===== src/rtl/aes_enc_pkg.sv =====
// Shared types and GF(2^8) helpers for the AES encryption datapath.
package aes_enc_pkg;

  localparam logic [7:0] AES_POLY = 8'h1b;

  typedef logic [7:0] byte_t;
  typedef byte_t [3:0] word_t;

  // MixColumns stage: gather four rows, then stream out four columns
  typedef enum logic {
    COLLECT = 1'b0,
    EMIT    = 1'b1
  } mc_state_e;

  // Multiply by x in GF(2^8), reducing by the AES polynomial
  function automatic byte_t xtime(input byte_t x);
    return {x[6:0], 1'b0} ^ (x[7] ? AES_POLY : 8'h00);
  endfunction

endpackage


===== src/rtl/mod_enc_mixcol_word.sv =====
// Single-column MixColumns transform; bypass_i passes the column through.
module mod_enc_mixcol_word
  import aes_enc_pkg::*;
(
  input  word_t col_i,
  input  logic  bypass_i,
  output word_t col_o
);

  word_t x2, x3, mix;

  for (genvar r = 0; r < 4; r++) begin : g_mul
    assign x2[r] = xtime(col_i[r]);
    assign x3[r] = x2[r] ^ col_i[r];
  end

  // Fixed circulant matrix {2,3,1,1}
  assign mix[0] = x2[0] ^ x3[1] ^ col_i[2] ^ col_i[3];
  assign mix[1] = col_i[0] ^ x2[1] ^ x3[2] ^ col_i[3];
  assign mix[2] = col_i[0] ^ col_i[1] ^ x2[2] ^ x3[3];
  assign mix[3] = x3[0] ^ col_i[1] ^ col_i[2] ^ x2[3];

  assign col_o = bypass_i ? col_i : mix;

endmodule


===== src/rtl/mod_enc_mixcolumns.sv =====
// MixColumns stage: buffers four shifted rows, then emits four mixed columns.
module mod_enc_mixcolumns
  import aes_enc_pkg::*;
#(
  parameter int N         = 4,
  parameter bit BYPASS_EN = 1'b1
) (
  input  logic               clk,
  input  logic               resetn,
  input  logic               flush,
  input  logic               in_valid,
  output logic               in_ready,
  input  logic               last_round,
  input  logic [N-1:0][7:0]  inp,
  output logic               out_valid,
  input  logic               out_ready,
  output logic [N-1:0][7:0]  outp,
  output logic               done
);

  mc_state_e            state_q;
  logic [1:0]           row_cnt_q, col_cnt_q;
  logic                 lbyp_q;
  logic [3:0][3:0][7:0] blk_q;      // blk_q[row][col]
  word_t                outp_q;
  logic                 out_valid_q, done_q;

  logic  in_hs, out_hs;
  logic  [1:0] col_sel;
  word_t col_mux, col_mix;

  assign in_ready  = (state_q == COLLECT);
  assign in_hs     = in_valid & in_ready;
  assign out_hs    = out_valid_q & out_ready;
  assign out_valid = out_valid_q;
  assign outp      = outp_q;
  assign done      = done_q;

  // While collecting, the only column ever loaded is 0 (on the row-3 edge);
  // while emitting, the register is loaded with the next column.
  assign col_sel = (state_q == COLLECT) ? 2'd0 : col_cnt_q + 2'd1;

  // Pick the column to transform; row 3 comes straight off inp while it arrives
  always_comb begin
    col_mux = '0;
    for (int r = 0; r < 4; r++) col_mux[r] = blk_q[r][col_sel];
    if (state_q == COLLECT) col_mux[3] = inp[0];
  end

  mod_enc_mixcol_word u_mix (
    .col_i    (col_mux),
    .bypass_i (lbyp_q),
    .col_o    (col_mix)
  );

  // Collect/emit FSM with row/column counters and registered column output
  always_ff @(posedge clk or negedge resetn) begin
    if (!resetn) begin
      state_q     <= COLLECT;
      row_cnt_q   <= 2'd0;
      col_cnt_q   <= 2'd0;
      lbyp_q      <= 1'b0;
      blk_q       <= '0;
      outp_q      <= '0;
      out_valid_q <= 1'b0;
      done_q      <= 1'b0;
    end else if (flush) begin
      state_q     <= COLLECT;
      row_cnt_q   <= 2'd0;
      col_cnt_q   <= 2'd0;
      lbyp_q      <= 1'b0;
      outp_q      <= '0;
      out_valid_q <= 1'b0;
      done_q      <= 1'b0;
    end else begin
      done_q <= 1'b0;
      case (state_q)
        COLLECT: begin
          if (in_hs) begin
            blk_q[row_cnt_q] <= inp;
            if (row_cnt_q == 2'd0) lbyp_q <= last_round & BYPASS_EN;
            if (row_cnt_q == 2'd3) begin
              row_cnt_q   <= 2'd0;
              col_cnt_q   <= 2'd0;
              outp_q      <= col_mix;
              out_valid_q <= 1'b1;
              state_q     <= EMIT;
            end else begin
              row_cnt_q <= row_cnt_q + 2'd1;
            end
          end
        end
        EMIT: begin
          if (out_hs) begin
            if (col_cnt_q == 2'd3) begin
              out_valid_q <= 1'b0;
              done_q      <= 1'b1;
              row_cnt_q   <= 2'd0;
              col_cnt_q   <= 2'd0;
              state_q     <= COLLECT;
            end else begin
              col_cnt_q <= col_cnt_q + 2'd1;
              outp_q    <= col_mix;
            end
          end
        end
        default: state_q <= COLLECT;
      endcase
    end
  end

endmodule


===== config.mk =====
export PLATFORM = sky130hd
export DESIGN_NAME = mod_enc_mixcolumns
export DESIGN_NICKNAME = d
export VERILOG_FILES = /design/src/rtl/aes_enc_pkg.sv /design/src/rtl/mod_enc_mixcol_word.sv /design/src/rtl/mod_enc_mixcolumns.sv
export SDC_FILE = /design/constraint.sdc
export NUM_CORES = 1
export LEC_CHECK = 0
export CAP_MARGIN = 25
export CORE_MARGIN = 8
export CORE_UTILIZATION = 34
export DETAILED_ROUTE_END_ITERATION = 10
export PLACE_DENSITY = 0.5
export SLEW_MARGIN = 20
export SYNTH_ARGS = -nofsm -noshare
export SYNTH_HDL_FRONTEND = slang
export SYNTH_HIERARCHICAL = 1
export SYNTH_SLANG_ARGS = --single-unit

===== constraint.sdc =====
create_clock -name clk -period 2.9 [get_ports clk]
set_clock_uncertainty 0.05 [all_clocks]
set_input_delay 0.58 -clock clk [delete_from_list [all_inputs] [get_ports clk]]
set_output_delay 0.58 -clock clk [all_outputs]
set_load 0.02 [all_outputs]

==> results.yml <==
detailed_routing:
  vias_per_cell: 4.98
  drt-wirelength-per-cell_microns: 20.7
  ant_nets: 0
  drt_iter0_drc: 421
  dr_total_vias: 6714
  drc: 0
  routed_wl_mm: 27.8
  firstDrtPassIters: 6
clock_network:
  cts_buffer_depth: 2
  htree_num_levels: 4
  clock-sinks: 168
  cts_hold_buf: 0
  cts_tree: "built"
  clk_latency_ns: 0.44
  numCtsBuffers: 17
  clkTransAtPathRegs_ns: 0.08
  root_buffer: "clkbuf_16"
place:
  placed_cell_area_sq_mm: 0.0116
  dp_hpwl_mm: 19.2
  gp_congestion: 0.809
  portBuffers: 72
  post-place-ws_ns: -0.126
timing:
  min_period_ns: 2.83
  finalCritPeriodShare_pct: 97.7
  finalHoldViolations: 0
  slew_viol_final: 0
  tns_ns: 0
  slew_headroom_pct: 58.6
  timing.fmax_mhz: 353
  setup_viol: 0
  timing.hold.ws_ns: 0.0655
  setup_slack_ns: 0.0673
  worst_pin_slew_ns: 0.621
  rsz0062_at_grt: "true"
floorplanning:
  coreArea_sq_mm: 0.0288
  initial_core_util_pct: 34.5
  die-area_sq_mm: 0.0350
  io_pins: 73
  rows: 62
  die_x_microns: 187
  fp.dieH_microns: 187
yosys:
  syn-cell-area_sq_mm: 0.00994
  syn_nets: 844
  synthAdderAreaFrac_pct: 0.755
  muxShareOfSynthArea_pct: 20.2
  synth_cells: 800
  synth_top_area_share_pct: 42.3
  netlist.top_cell.by_area: "dfrtp_1"
  synth.area.top_cells: "dfrtp_1, mux2_4, xnor3_1"
  ys.flop_type: "dfrtp_1"
  avgSynthCellArea_sq_um: 12.4
  yosys.area_share.simple_pct: 8.13
  ys_seq_area_share_pct: 42.3
  ys_ff_latch: 168
  synth_top_family_by_area: "multiplexers"
  synth.distinct_cells: 44
  synthArstFlopShare_pct: 100
  synth-xor-area-share_pct: 13.3
  synth_compound_area_share_pct: 8.96
  yosys_warnings: 6
  synth_edf_count: 0
power_and_ir_drop:
  vdd_drop_max_uv: 433
  total_leakage_power_nw: 5.80
  power.internal_w: 0.00729
  p_total_w: 0.0109
  seqPwrFrac_pct: 31.7
  swShare_pct: 33.1
  powerDensity_mw_per_mm2: 849
  power_frac_clock_pct: 21.3
  p_switching_w: 0.00361
  comb_power_share_pct: 46.9
outcome:
  status: "completed"
setup_path:
  critPathMaxFanout: 23
  cpMaxStageDelayCell: "dfrtp_2"
  endpoint_kind: "flip-flop"
  path_class: "reg2reg"
  critPathMostFrequentCell: "buf_4"
  start_kind: "flip-flop"
  crit_required_ns: 3.19
  r2r_setup_slack_ns: 0.07
  cp.arrival_ns: 3.12
  cp_slowest_stage_delay_ns: 0.44
  path_cells: "ha_4, nand2_4, buf_12, buf_4, o221ai_1, buf_4, xor2_4, buf_6, xnor3_1, o21ai_0, nand3_1, o32ai_1"
layout:
  drive_above_1_share_pct: 37.6
  antenna_cells: 0
  design_area_sq_mm: 0.0128
  final_common_cell: "dfrtp_1"
  nets: 994
  areaGrowthSynthToFinish_pct: 29.1
  final_cell_mix: "dfrtp_1, buf_4, mux2_4"
global_routing:
  grt_pass1_vias: 6974
  grt_max_degree: 63
  grt_antenna_before_repair: 0
  overflow: 0
  grt.total_usage_pct: 15.8
  grt_pass1_wl_mm: 43.3
flow_run:
  maxCapViolations: 0
hold_path:
  hold_path_class: "in2async"
[through the flow]
stage	utilization, %	cells
floorplan	-	800
global route	44.6	1347
finish	44.6	1347
global placement	40.3	1293
detailed placement	40.3	1293
CTS	42.7	1329
[registers in the layout, summed over array words and instances (netlist names)]
register,cells
blk_q,128
row_cnt_q,2
state_q,1
done,1
col_cnt_q,2
outp,32
lbyp_q,1
out_valid,1
[repair_timing]
item,4_1_cts,5_1_grt
setup buffers,4,16
gates resized for setup,16,61
cloned,0,2
endpoints found under the setup margin,14,33
pin swaps,1,11
[layout make-up]
cell class	count	area, sq um
well taps	384	480
multi-input cells	524	5480
fillers	2637	15900
clock buffers	18	439
repair buffers	203	1930
flip-flops and latches	168	4210
clock inverters	14	153
inverters	36	139
[cells by family after synthesis]
family                   Yosys count
buffers and inverters            108
flip-flops                       168
AND/OR/NAND/NOR                  168
XOR/XNOR                          74
multiplexers                     150
adder cells (fa/ha/maj)            6
AO/OA/AOI/OAI                    126
[worst max-delay path, delay by kind of cell (launching register included)]
kind	cells	cell delay, ns
DFF	1	0.44
buffers and inverters	4	0.73
and+or+nand+nor	2	0.19
adders and majority gates	1	0.29
xor gates and xnor gates	2	0.53
AOI/OAI and AO/OA	3	0.49
[power by group through the flow]
| stage | Clock (W) | Combinational [W] | Sequential, W |
|---|---|---|---|
| after detailed placement | 0 | 0.00485 | 0.00347 |
| after CTS | 0.00238 | 0.00494 | 0.00345 |
| after global placement | 0 | 0.00482 | 0.00350 |
| final | 0.00232 | 0.00512 | 0.00346 |
| after global routing | 0.00246 | 0.00551 | 0.00355 |
| after floorplan | 0 | 0.00306 | 0.00357 |
[worst paths after layout]
check,start,endpoint,cells past startpoint
hold / removal,resetn,blk_q[112],1
min in group clk,blk_q[121],blk_q[121],1
max in group asynchronous,resetn,outp[19],2
hold reg to reg,blk_q[121],blk_q[121],1
setup / recovery,col_cnt_q[0],outp[23],12
setup reg to reg,col_cnt_q[0],outp[23],12
[cell usage after synthesis, drive strengths merged (2+ instances only)]
cell	number
a211oi	24
o221ai	8
nand3	36
nor2b	25
clkbuf	19
a21o	2
xor3	7
xnor3	35
a31oi	26
a21oi	3
nor2	5
mux2	133
nand2	91
and3	3
xor2	15
buf	53
o21ai	29
xnor2	17
nand2b	3
o32ai	32
inv	36
ha	6
mux2i	17
dfrtp	168
[per-layer routing]
layer,vias to the layer above,part of all wire [%],GRT usage [%]
met1,3388,48,21.5
met3,34,4.1,3.00
li1,3136,-,-
met4,0,1.9,5.25
met5,-,0,0
met2,156,46,24.9
No activity file was read; power rests on OpenSTA's default activity.
